==> src/rtl/key_accum_ctrl_if.sv <==
// Pushbutton/switch/LED bundle between the accumulate controller and the top level.
// master drives the raw board inputs, slave is the controller.
interface key_accum_ctrl_if #(
    parameter int WIDTH = 8
);
    logic             accum_n;
    logic [WIDTH-1:0] sw;
    logic             clr;
    logic [WIDTH-1:0] led;
    logic             overflow;
    logic             add_pulse;
    logic             busy;

    modport master (
        output accum_n, sw, clr,
        input  led, overflow, add_pulse, busy
    );

    modport slave (
        input  accum_n, sw, clr,
        output led, overflow, add_pulse, busy
    );
endinterface

==> src/rtl/key_accum_ctrl.sv <==
// Debounced pushbutton accumulator: each press adds the switch value to the LEDs once.
// Optional macro KEY_ACCUM_SATURATE_EN clamps the sum at all-ones instead of wrapping.
module key_accum_ctrl #(
    parameter int WIDTH           = 8,
    parameter int DEBOUNCE_CYCLES = 500000
) (
    input logic             clk,
    input logic             reset_n,
    key_accum_ctrl_if.slave bus
);
    localparam int CW = (DEBOUNCE_CYCLES > 2) ? $clog2(DEBOUNCE_CYCLES) : 1;
    localparam logic [CW-1:0] CNT_MAX = CW'(DEBOUNCE_CYCLES - 1);
    localparam logic [CW-1:0] CNT_ONE = CW'(1);

    typedef enum logic [2:0] {
        IDLE,
        PRESS_DB,
        ADD,
        WAIT_REL,
        REL_DB
    } state_e;

    state_e           state_q, state_d;
    logic [CW-1:0]    cnt_q, cnt_d;
    logic [WIDTH-1:0] led_q, led_d;
    logic             ovf_q, ovf_d;
    logic             pulse_q, busy_q;
    logic             key_s1_q, key_s_q;
    logic [WIDTH-1:0] sw_s1_q, sw_s_q;
    logic [WIDTH:0]   sum;

    // Key idles released (1) so reset never looks like a press
    always_ff @(posedge clk or negedge reset_n) begin
        if (!reset_n) begin
            key_s1_q <= 1'b1;
            key_s_q  <= 1'b1;
            sw_s1_q  <= '0;
            sw_s_q   <= '0;
        end else begin
            key_s1_q <= bus.accum_n;
            key_s_q  <= key_s1_q;
            sw_s1_q  <= bus.sw;
            sw_s_q   <= sw_s1_q;
        end
    end

    assign sum = {1'b0, led_q} + {1'b0, sw_s_q};

    always_comb begin
        state_d = state_q;
        cnt_d   = cnt_q;
        led_d   = led_q;
        ovf_d   = ovf_q;
        case (state_q)
            IDLE: begin
                if (!key_s_q) begin
                    state_d = PRESS_DB;
                    cnt_d   = CNT_ONE;
                end
            end
            PRESS_DB: begin
                if (key_s_q) begin
                    state_d = IDLE;
                    cnt_d   = '0;
                end else if (cnt_q == CNT_MAX) begin
                    state_d = ADD;
                end else begin
                    cnt_d = cnt_q + CNT_ONE;
                end
            end
            ADD: begin
`ifdef KEY_ACCUM_SATURATE_EN
                led_d = sum[WIDTH] ? '1 : sum[WIDTH-1:0];
`else
                led_d = sum[WIDTH-1:0];
`endif
                ovf_d   = ovf_q | sum[WIDTH];
                state_d = WAIT_REL;
            end
            WAIT_REL: begin
                if (key_s_q) begin
                    state_d = REL_DB;
                    cnt_d   = CNT_ONE;
                end
            end
            REL_DB: begin
                if (!key_s_q) begin
                    state_d = WAIT_REL;
                    cnt_d   = '0;
                end else if (cnt_q == CNT_MAX) begin
                    state_d = IDLE;
                end else begin
                    cnt_d = cnt_q + CNT_ONE;
                end
            end
            default: begin
                state_d = IDLE;
                cnt_d   = '0;
            end
        endcase
        // Clear overrides a same-cycle add; FSM and counter carry on
        if (bus.clr) begin
            led_d = '0;
            ovf_d = 1'b0;
        end
    end

    always_ff @(posedge clk or negedge reset_n) begin
        if (!reset_n) begin
            state_q <= IDLE;
            cnt_q   <= '0;
            led_q   <= '0;
            ovf_q   <= 1'b0;
            pulse_q <= 1'b0;
            busy_q  <= 1'b0;
        end else begin
            state_q <= state_d;
            cnt_q   <= cnt_d;
            led_q   <= led_d;
            ovf_q   <= ovf_d;
            pulse_q <= (state_d == ADD);
            busy_q  <= (state_d != IDLE);
        end
    end

    assign bus.led       = led_q;
    assign bus.overflow  = ovf_q;
    assign bus.add_pulse = pulse_q;
    assign bus.busy      = busy_q;
endmodule

==> src/flat_wrapper.sv <==
// flat-port wrapper written by rule: the top's interface ports become plain ports
module key_accum_ctrl_flat 
#(
    parameter int WIDTH           = 8,
    parameter int DEBOUNCE_CYCLES = 500000
)
  (clk, reset_n, bus_accum_n, bus_sw, bus_clr, bus_led, bus_overflow, bus_add_pulse, bus_busy);
  key_accum_ctrl_if #(.WIDTH(WIDTH)) bus_i ();
  input logic clk;
  input logic reset_n;
  input wire logic [$bits(bus_i.accum_n)-1:0] bus_accum_n;
  input wire logic [$bits(bus_i.sw)-1:0] bus_sw;
  input wire logic [$bits(bus_i.clr)-1:0] bus_clr;
  output wire logic [$bits(bus_i.led)-1:0] bus_led;
  output wire logic [$bits(bus_i.overflow)-1:0] bus_overflow;
  output wire logic [$bits(bus_i.add_pulse)-1:0] bus_add_pulse;
  output wire logic [$bits(bus_i.busy)-1:0] bus_busy;
  assign bus_i.accum_n = bus_accum_n;
  assign bus_i.sw = bus_sw;
  assign bus_i.clr = bus_clr;
  assign bus_led = bus_i.led;
  assign bus_overflow = bus_i.overflow;
  assign bus_add_pulse = bus_i.add_pulse;
  assign bus_busy = bus_i.busy;
  key_accum_ctrl #(.WIDTH(WIDTH), .DEBOUNCE_CYCLES(DEBOUNCE_CYCLES)) u_core (.clk(clk), .reset_n(reset_n), .bus(bus_i));
endmodule
==> config.mk <==
export PLATFORM = sky130hd
export DESIGN_NAME = key_accum_ctrl_flat
export DESIGN_NICKNAME = d
export VERILOG_FILES = /design/src/rtl/key_accum_ctrl_if.sv /design/src/rtl/key_accum_ctrl.sv /design/src/flat_wrapper.sv
export SDC_FILE = /design/constraint.sdc
export NUM_CORES = 1
export LEC_CHECK = 0
export ABC_AREA = 1
export BUFFER_PORTS_ARGS = -buffer_cell sky130_fd_sc_hd__buf_2
export CORE_AREA = 2 2 69 71
export CTS_CLUSTER_DIAMETER = 150
export CTS_CLUSTER_SIZE = 30
export DETAILED_ROUTE_END_ITERATION = 8
export DIE_AREA = 0 0 71 73
export PLACE_DENSITY = 0.9
export SLEW_MARGIN = 20
export SYNTH_ARGS = -nofsm -noshare
export SYNTH_HDL_FRONTEND = slang
export SYNTH_SLANG_ARGS = --single-unit
==> constraint.sdc <==
create_clock -name clk -period 4.2 [get_ports clk]
set_clock_uncertainty 0.1 [all_clocks]
set_input_delay 0.21 -clock clk [delete_from_list [all_inputs] [get_ports clk]]
set_output_delay 0.21 -clock clk [all_outputs]
set_load 0.01 [all_outputs]
==> results of run 1 <==
==> sequential cells by signal, summed over array words and instances, names as in the netlist <==
| signal | flops |
|---|---|
| u_core.bus.add_pulse | 1 |
| u_core.bus.busy | 1 |
| u_core.bus.led | 8 |
| u_core.bus.overflow | 1 |
| u_core.cnt_q | 19 |
| u_core.key_s1_q | 1 |
| u_core.key_s_q | 1 |
| u_core.state_q | 3 |
| u_core.sw_s1_q | 8 |
| u_core.sw_s_q | 8 |
==> how the worst max path moves through the flow <==
| stage | from | endpoint | slack [ps] | cells after the start |
|---|---|---|---|---|
| 2_1_floorplan | u_core.bus.led[0]$_DFFE_PN0P_ | u_core.bus.overflow$_DFFE_PN0P_ | 2400 | 10 |
| 3_3_place_gp | u_core.bus.led[0]$_DFFE_PN0P_ | u_core.bus.overflow$_DFFE_PN0P_ | 2360 | 10 |
| 3_5_place_dp | u_core.bus.led[0]$_DFFE_PN0P_ | u_core.bus.led[4]$_DFFE_PN0P_ | 2260 | 8 |
| 4_1_cts | u_core.bus.led[0]$_DFFE_PN0P_ | u_core.bus.led[4]$_DFFE_PN0P_ | 2240 | 9 |
| 5_1_grt | u_core.cnt_q[0]$_DFFE_PN0P_ | u_core.cnt_q[12]$_DFFE_PN0P_ | 2070 | 8 |
| 6_report | u_core.key_s_q$_DFF_PN1_ | u_core.cnt_q[2]$_DFFE_PN0P_ | 2220 | 6 |
==> final cells by class <==
class	count	share of cell area [%]
multi-input cells	236	41.11
clock buffers	5	2.193
clock inverters	3	1.475
repair buffers	32	6.778
well taps	54	2.153
inverters	46	5.542
flip-flops and latches	51	40.75
==> layout by cell type, fill, tap and decap left out, types with 2 or more instances in the layout <==
cell,Yosys,routed
nand2_1,87,87
dfrtp_1,49,49
inv_1,42,42
nand3_1,28,28
nor2_1,27,27
buf_2,2,21
o21ai_0,19,19
dlygate4sd3_1,0,10
ha_1,9,9
a21oi_1,8,8
nor3_1,8,8
nor2_2,5,5
nor2_4,5,5
nand4_1,5,5
clkbuf_8,0,5
xor2_1,4,4
o21ai_1,4,4
o22ai_1,4,4
o21ai_2,3,3
inv_2,3,3
a22o_1,2,2
a31oi_1,2,2
o211ai_1,2,2
dfstp_2,2,2
==> routing by layer <==
layer	global-route usage (%)	vias to the layer above
met2	40.81	76
met1	29.33	1162
li1	-	1174
met3	5.525	13
met5	0	-
met4	9.853	0
==> cell families (layout without fill, tap and decap cells) <==
family                     Yosys count  in the layout  synth area share, %
AOI/OAI and AO/OA                   48             48                10.27
xor gates and xnor gates             5              5                1.591
buffers and inverters               48             86                6.682
adders and majority gates           10             10                4.818
and+or+nand+nor                    173            173                30.18
DFF                                 51             51                46.45
==> critical path, delay by kind of cell (launching register included) <==
kind            cells  cell delay (ps)
compound gates      4              890
flops               1              570
buf+inv             2              350
==> power by group through the flow <==
stage	Clock, mW	Combinational, mW	Sequential [mW]
final	0.354	0.0930	0.522
after CTS	0.359	0.0915	0.522
after floorplan	0	0.0538	0.529
after global placement	0	0.0804	0.531
after global routing	0.377	0.104	0.524
after detailed placement	0	0.0844	0.531
==> what timing repair did <==
action,4_1_cts,5_1_grt
endpoints found under the hold margin,9,49
hold buffers,9,1
gates resized for setup,0,0
==> results.json, run 1 <==
{
  "dp_cells": 409,
  "post-dp-hpwl_um": 4204,
  "combPwrFrac_pct": 9.6,
  "port_buffers": 22,
  "ff_latch_area_um2": 1279,
  "dieWidth_um": 71,
  "finalMaxSlewViolations": 0,
  "power_leakage_nw": 1.551,
  "grt_pass1_vias": 2235,
  "post-route-period-util_pct": 47.06,
  "setup-violations-final": 0,
  "dr.max_layer_used": "met4",
  "cts.clk_slew.worst_paths_ps": 100,
  "synth_edf_count": 0,
  "wl_um": 5949,
  "track_usage_pct": 23.89,
  "required_ps": 4340,
  "switching_share_pct": 25.77,
  "fillers": 343,
  "die_h_um": 73,
  "netlist_top_cells_count": "87 x nand2_1, 49 x dfrtp_1, 42 x inv_1",
  "critPathMaxStageDelay_ps": 570,
  "regToRegStartpoint": "u_core.key_s_q$_DFF_PN1_",
  "crit_path_max_fanout": 14,
  "cts_tree": "built",
  "yosysTopAreaCellShare_pct": 44.55,
  "drive_gt1_share_pct": 14.75,
  "cts_htree_levels": 2,
  "critical_path.cell_chain": "inv_1 -> o21ai_2 -> inv_1 -> a21oi_1 -> o21ai_1 -> o21ai_0",
  "p_seq_share_pct": 53.9,
  "worst_slack_ps": 2224,
  "cpMostUsedCell": "inv_1",
  "rrSetupSlack_ps": 2220,
  "synth_top_area_cell": "dfrtp_1",
  "hold_depth": 2,
  "clk_path_buf_depth": 2,
  "multi_input_area_um2": 1290,
  "status": "finished, final reports clean",
  "synth.cell_area_um2": 2753,
  "num_rows": 25,
  "synth_most_common_cell": "nand2_1",
  "drt_first_pass_iters": 5,
  "overflow": 0,
  "endpoint_kind": "flop",
  "diodes": 0,
  "hold_end": "u_core.bus.led[2]$_DFFE_PN0P_",
  "routed-via-count": 2425,
  "postRouteAntennaNets": 0,
  "syn_inst": 335,
  "wire_per_inst_um": 13.93,
  "ys_ff_latch": 51,
  "worstReg2RegEnd": "u_core.cnt_q[2]$_DFFE_PN0P_",
  "cap_violations": 0,
  "final_nets": 394,
  "antenna_found_initial": 0,
  "cts_root_buffer": "clkbuf_8",
  "reg2reg_depth": 6,
  "intPower_uw": 720.0,
  "critPathLaunchType": "flop",
  "core_area_um2": 4536,
  "avgSynthCellArea_um2": 8.217,
  "yosysWarnings": 0,
  "grt_max_degree": 52,
  "io_pins": 23,
  "yosysSeqAreaShare_pct": 46.45,
  "async_flop_share_pct": 100.0,
  "hp-class": "primary input to flop",
  "fin_tns_setup_ps": 0,
  "synth.area.top_cells": "dfrtp_1 45%, nand2_1 12%, inv_1 5.7%",
  "final_core_util_pct": 69.19,
  "route.met2.wl_um": 2995,
  "layoutNonFillerInstCount": 427,
  "cts_buffers": 5,
  "synth_nets": 357,
  "tightest_slew_ps": 638.9,
  "clkPwrFrac_pct": 36.5,
  "rsz0062_at_grt": "false",
  "syn_to_final_growth_pct": 14.00,
  "cts_setup_buffers": 0,
  "synthFlopType": "dfrtp_1",
  "whs_ps": 53.93,
  "clock-sinks": 51,
  "relSlewSlack_pct": 57.40,
  "worstHoldStart": "bus_clr",
  "start_util_pct": 60.69,
  "drt_iter0_drc": 157,
  "wl_met1_um": 2560,
  "totalPowerFinal_uw": 969.9,
  "worst-setup-path-type": "flop to flop",
  "fp.dieArea_um2": 5183,
  "ir_drop_mv": 0.1501,
  "cp.arrival_ps": 2110,
  "switchingPower_uw": 249.9,
  "critPathSlowestCell": "dfstp_2",
  "place_area_um2": 2920,
  "fmax_mhz": 506.0,
  "avgViaCountPerCell": 5.679,
  "cellPowerDensity_nw_per_um2": 309.1,
  "final_area_um2": 3138,
  "drc": 0,
  "grt_pass1_wl_um": 9708,
  "hold_viol_final": 0,
  "place_congestion": 0.8809,
  "synth_cell_type_count": 37,
  "dp_slack_ps": 2255,
  "insertion_delay_ps": 310,
  "min_period_ps": 1976,
  "dr_wl_met3_um": 283
}
Power figures use the tool's default switching activity.
==> run 2, diff against run 1 <==
- CORE_AREA: 2 2 69 71 -> 2 2 72 74
- DIE_AREA: 0 0 71 73 -> 0 0 74 76
- PLACE_DENSITY: 0.9 -> 0.84
- clock period: 4.2 -> 1.9 ns (I/O delays scaled with it)
==> run 2 against run 1 <==
Net effect: critical path depth increased by 4; first-iteration DRC count grew 5.7%; register-to-register slack worse by 2100 ps; combinational power is 150% higher.
==> results.json, run 2 (synthesis results as in run 1) <==
{
  "critPathMaxStageDelay_ps": 420,
  "whs_ps": 254.2,
  "num_rows": 26,
  "dieWidth_um": 74,
  "final_common_cell": "nand2_1",
  "path_buf_inv": 1,
  "avgViaCountPerCell": 5.146,
  "crit_family": "adder cells",
  "insertion_delay_ps": 310,
  "critPathLaunchType": "flop",
  "critical_path.cell_chain": "ha_4 -> fa_2 -> nand2_2 -> inv_2 -> o21ai_1 -> nand2_1 -> nand4_1 -> nand3_1 -> nand2_1 -> nand2_1",
  "postRouteAntennaNets": 0,
  "reg2reg_depth": 10,
  "relSlewSlack_pct": 58.12,
  "diodes": 0,
  "drc": 0,
  "final_cell_mix": "86 x nand2_1, 49 x dfrtp_1, 41 x inv_1",
  "critPathSlowestCell": "dfrtp_1",
  "drt_first_pass_iters": 4,
  "track_usage_pct": 22.52,
  "cts_htree_levels": 2,
  "io_pins": 23,
  "p_seq_share_pct": 56.4,
  "antenna_found_initial": 0,
  "clkPwrFrac_pct": 32.2,
  "clock-sinks": 51,
  "critPathLaunch": "u_core.bus.led[0]$_DFFE_PN0P_",
  "regToRegStartpoint": "u_core.bus.led[0]$_DFFE_PN0P_",
  "clk_path_buf_depth": 2,
  "switching_share_pct": 25.81,
  "worstReg2RegEnd": "u_core.bus.overflow$_DFFE_PN0P_",
  "cts_root_buffer": "clkbuf_8",
  "cts.clk_slew.worst_paths_ps": 90,
  "fillers": 406,
  "wl_um": 5840,
  "overflow": 0,
  "dp_slack_ps": 22.73,
  "cp.arrival_ps": 1910,
  "final_nets": 404,
  "dp_cells": 431,
  "layoutNonFillerInstCount": 453,
  "status": "finished, final reports clean",
  "ir_drop_mv": 0.3902,
  "rrSetupSlack_ps": 100,
  "cellPowerDensity_nw_per_um2": 628.7,
  "post-dp-hpwl_um": 4095,
  "power_leakage_nw": 1.586,
  "fmax_mhz": 554.1,
  "crit_end": "u_core.bus.overflow$_DFFE_PN0P_",
  "hold_viol_final": 0,
  "intPower_mw": 1.511,
  "cts_buffers": 5,
  "final_core_util_pct": 65.97,
  "grt_max_degree": 52,
  "totalPowerFinal_mw": 2.037,
  "cts_tree": "built",
  "crit_path_max_fanout": 3,
  "die_h_um": 76,
  "place_congestion": 0.9088,
  "place_area_um2": 2985,
  "combPwrFrac_pct": 11.4,
  "rsz0062_at_grt": "true",
  "switchingPower_uw": 525.8,
  "worst_slack_ps": 95.42,
  "core_area_um2": 4912,
  "largest-register": "u_core.cnt_q",
  "finalMaxSlewViolations": 0,
  "worst-setup-path-type": "flop to flop",
  "wire_per_inst_um": 12.89,
  "drt_iter0_drc": 166,
  "post-route-period-util_pct": 94.98,
  "port_buffers": 22,
  "syn_to_final_growth_pct": 17.73,
  "required_ps": 2010,
  "routed-via-count": 2331,
  "grt_pass1_wl_um": 9818,
  "drive_gt1_share_pct": 18.28,
  "fin_tns_setup_ps": 0,
  "cpMostUsedCell": "nand2_1",
  "worst-path-stages": 10,
  "hp-class": "flop to flop",
  "endpoint_kind": "flop",
  "min_period_ps": 1805,
  "setup-violations-final": 0,
  "fp.dieArea_um2": 5624,
  "largest_reg_flops": 19,
  "tightest_slew_ps": 628.1,
  "final_area_um2": 3241,
  "grt_pass1_vias": 2225,
  "start_util_pct": 56.04,
  "cap_violations": 0
}
==> run 2: power groups by stage <==
stage	registers [mW]	logic, mW	clock network [mW]
floorplan	1.17	0.119	0
global placement	1.17	0.207	0
detailed placement	1.17	0.211	0
CTS	1.15	0.229	0.677
global route	1.15	0.262	0.724
finish	1.15	0.232	0.657
==> run 2: layout make-up <==
class | instances | area, um^2 | area share [%]
repair buffers | 42 | 287.8 | 8.880
well taps | 70 | 87.58 | 2.703
clock buffers | 6 | 82.58 | 2.548
flip-flops and latches | 51 | 1279 | 39.46
multi-input cells | 236 | 1314 | 40.54
clock inverters | 2 | 16.27 | 0.5019
inverters | 46 | 173.9 | 5.367
==> run 2: what timing repair did <==
| action | CTS | global route |
|---|---|---|
| buffers inserted | 0 | 3 |
| endpoints found under the setup margin | 2 | 4 |
| endpoints found under the hold margin | 60 | 0 |
| resized for setup | 1 | 8 |
| hold buffers | 11 | 0 |
| pin swaps | 0 | 7 |
==> run 2: routing by layer <==
metal / routed length (um) / track usage [%]
met1: 2580 / 28.56
met2: 2924 / 36.70
met3: 218 / 4.630
met4: 116 / 9.636
met5: 0 / 0
==> run 2: worst min-delay path by stage <==
stage | start | end | slack, ps | cells after the start
finish | u_core.sw_s1_q[2]$_DFF_PN0_ | u_core.sw_s_q[2]$_DFF_PN0_ | 250 | 0
global route | u_core.key_s1_q$_DFF_PN1_ | u_core.key_s_q$_DFF_PN1_ | 270 | 0
global placement | bus_accum_n | u_core.key_s1_q$_DFF_PN1_ | 100 | 1
floorplan | reset_n | u_core.bus.add_pulse$_DFF_PN0_ | -300 | 0
CTS | u_core.sw_s1_q[2]$_DFF_PN0_ | u_core.sw_s_q[2]$_DFF_PN0_ | 260 | 0
detailed placement | bus_accum_n | u_core.key_s1_q$_DFF_PN1_ | 100 | 1
==> run 3, diff against run 2 <==
--- a/config.mk
+++ b/config.mk
@@ -7,5 +7,5 @@
 export LEC_CHECK = 0
-export ABC_AREA = 1
+export ABC_AREA = 0
 export BUFFER_PORTS_ARGS = -buffer_cell sky130_fd_sc_hd__buf_2
-export CORE_AREA = 2 2 72 74
+export CORE_AREA = 2 2 69 71
 export CTS_CLUSTER_DIAMETER = 150
@@ -13,3 +13,3 @@
 export DETAILED_ROUTE_END_ITERATION = 8
-export DIE_AREA = 0 0 74 76
+export DIE_AREA = 0 0 71 73
 export PLACE_DENSITY = 0.84
--- a/constraint.sdc
+++ b/constraint.sdc
@@ -4,2 +4,2 @@
 set_output_delay 0.095 -clock clk [all_outputs]
-set_load 0.01 [all_outputs]
+set_load 0.02 [all_outputs]
==> run 3 against run 2 <==
Net effect: the run now ends with negative setup slack left; sequential power about the same; flip-flop and latch count unchanged; clock-buffer cell count decreased by 1; combinational power decreased by 9.9%; final cell count decreased by 20%; design area decreased by 1.9%; sequential share of layout area increased by 0.78 points; die area decreased by 7.8%; non-clock buffer count increased by 23; register-to-register slack got worse by 280 ps; critical endpoint is now u_core.bus.led[6]$_DFFE_PN0P_; largest cell class is now registers; largest power group unchanged.
==> results.json, run 3 <==
{
  "status": "finished with violations",
  "violations": "negative setup slack",
  "yosysWarnings": 0,
  "hold_viol_final": 0,
  "dieWidth_um": 71,
  "io_pins": 23,
  "port_buffers": 22,
  "drt_iter0_drc": 130,
  "cts_buffers": 5,
  "place_congestion": 0.8864,
  "grt_max_degree": 52,
  "drt_first_pass_iters": 4,
  "drive_gt1_share_pct": 28.16,
  "cts.clk_slew.worst_paths_ps": 90,
  "antenna_found_initial": 0,
  "num_rows": 25,
  "cp.arrival_ps": 2240,
  "rrSetupSlack_ps": -180,
  "die_h_um": 73,
  "yosysTopAreaCellShare_pct": 48.44,
  "critical_path.cell_chain": "ha_4 -> fa_2 -> a21o_1 -> a21oi_2 -> nor2b_1 -> o41ai_2 -> a221o_1",
  "regToRegStartpoint": "u_core.bus.led[0]$_DFFE_PN0P_",
  "synth_edf_count": 0,
  "async_flop_share_pct": 100.0,
  "cts_root_buffer": "clkbuf_8",
  "synth_most_common_cell": "dfrtp_1",
  "fp.dieArea_um2": 5183,
  "overflow": 0,
  "final_nets": 330,
  "ys_ff_latch": 51,
  "ir_drop_mv": 0.3346,
  "grt_pass1_vias": 2192,
  "final_core_util_pct": 70.12,
  "worst-path-stages": 7,
  "fillers": 330,
  "synth_cell_type_count": 57,
  "path_buf_inv": 0,
  "yosysSeqAreaShare_pct": 50.52,
  "post-route-period-util_pct": 109.6,
  "netlist_top_cells_count": "49 x dfrtp_1, 19 x a21oi_1, 15 x nand2_1, 15 x nand3_1, 15 x o21ai_1",
  "power_leakage_nw": 1.430,
  "whs_ps": 65.58,
  "largest-register": "u_core.cnt_q",
  "synth.cell_area_um2": 2531,
  "grt_pass1_wl_um": 9887,
  "wl_um": 5851,
  "synth_nets": 268,
  "syn_inst": 246,
  "wire_per_inst_um": 16.12,
  "critPathLaunch": "u_core.bus.led[0]$_DFFE_PN0P_",
  "synth.area.top_cells": "dfrtp_1 48%, ha_1 4.4%, a21oi_1 3.8%",
  "endpoint_kind": "flop",
  "relSlewSlack_pct": 55.76,
  "synthFlopType": "dfrtp_1",
  "insertion_delay_ps": 310,
  "start_util_pct": 55.81,
  "finalMaxSlewViolations": 0,
  "track_usage_pct": 24.14,
  "avgViaCountPerCell": 6.132,
  "tightest_slew_ps": 662.2,
  "dp_slack_ps": -113.2,
  "critPathLaunchType": "flop",
  "crit_path_max_fanout": 3,
  "syn_to_final_growth_pct": 25.65,
  "layoutNonFillerInstCount": 363,
  "worstReg2RegEnd": "u_core.bus.led[6]$_DFFE_PN0P_",
  "synth_top_area_cell": "dfrtp_1",
  "required_ps": 2060,
  "dp_cells": 341,
  "clock-sinks": 51,
  "critPathMaxStageDelay_ps": 430,
  "hp-class": "primary input to flop",
  "postRouteAntennaNets": 0,
  "rsz0062_at_grt": "true",
  "drc": 0,
  "fmax_mhz": 480.0,
  "cts_tree": "built",
  "min_period_ps": 2083,
  "crit_end": "u_core.bus.led[6]$_DFFE_PN0P_",
  "clk_path_buf_depth": 2,
  "final_cell_mix": "48 x dfrtp_1, 32 x buf_4, 22 x buf_2",
  "cts_htree_levels": 2,
  "setup-violations-final": 2,
  "avgSynthCellArea_um2": 10.29,
  "totalPowerFinal_mw": 1.984,
  "routed-via-count": 2226,
  "crit_family": "compound AO/OA/AOI/OAI gates",
  "core_area_um2": 4536,
  "worst_slack_ps": -183.3,
  "post-dp-hpwl_um": 3922,
  "critPathSlowestCell": "dfrtp_2",
  "diodes": 0,
  "largest_reg_flops": 19,
  "reg2reg_depth": 7,
  "cap_violations": 0,
  "cellPowerDensity_nw_per_um2": 623.9,
  "worst-setup-path-type": "flop to flop",
  "final_common_cell": "dfrtp_1"
}
run 3: repair_timing:
action	4_1_cts	5_1_grt
endpoints found under the hold margin	58	0
pin swaps	0	7
resized for setup	3	10
setup buffers	0	4
endpoints found under the setup margin	3	11
hold buffers	10	0
run 3: worst min-delay path by stage:
| stage | startpoint | end | slack, ps | cells after the start |
|---|---|---|---|---|
| floorplan | reset_n | u_core.bus.add_pulse$_DFF_PN0_ | -300 | 0 |
| global placement | bus_accum_n | u_core.key_s1_q$_DFF_PN1_ | 100 | 1 |
| detailed placement | bus_sw[4] | u_core.sw_s1_q[4]$_DFF_PN0_ | 100 | 1 |
| CTS | bus_clr | u_core.bus.overflow$_DFFE_PN0P_ | 60 | 4 |
| global route | bus_clr | u_core.bus.overflow$_DFFE_PN0P_ | 110 | 4 |
| finish | bus_clr | u_core.bus.overflow$_DFFE_PN0P_ | 70 | 4 |
run 3: per-layer routing:
metal  GRT usage (%)  share of wire (%)  vias to the layer above
li1                -                  -                     1057
met2           38.63                 51                       62
met3           4.696                3.8                       17
met1           31.40                 43                     1090
met5               0                  0                        -
met4           12.58                2.6                        0
run 3: report_power, final:
group | leakage (nW) | switching, mW | internal, mW
clock network | 0.0483 | 0.378 | 0.260
logic | 0.723 | 0.114 | 0.0957
registers | 0.658 | 0.0187 | 1.12
total | 1.43 | 0.510 | 1.47
run 3: worst min-delay path, cell delays in order:
cell	delay, ps
buf_2	120
nor2b_1	60
a21oi_1	120
a21oi_1	50
run 3: cell type report:
type	count	area, um^2	area share (%)
clock buffer	5	68.82	2.164
clock inverter	3	18.77	0.5901
inverter	7	26.28	0.8261
multi-input combinational	178	1249	39.26
sequential	51	1280	40.24
tap	54	67.56	2.124
timing repair buffer	65	470.5	14.79
run 3: kinds of logic after synthesis:
family,synth area share [%]
adder cells (fa/ha/maj),5.240
flip-flops,50.52
XOR/XNOR,1.384
buffers and inverters,3.164
AO/OA/AOI/OAI,21.31
multiplexers,0.3955
AND/OR/NAND/NOR,17.99
run 3: metrics by stage:
step / setup TNS, ps / cell area (um^2)
floorplan: -99.98 / 2551
global route: -513.3 / 3181
global placement: -58.63 / 2905
finish: -244.3 / 3181
CTS: -146.2 / 3104
detailed placement: -205.7 / 2905
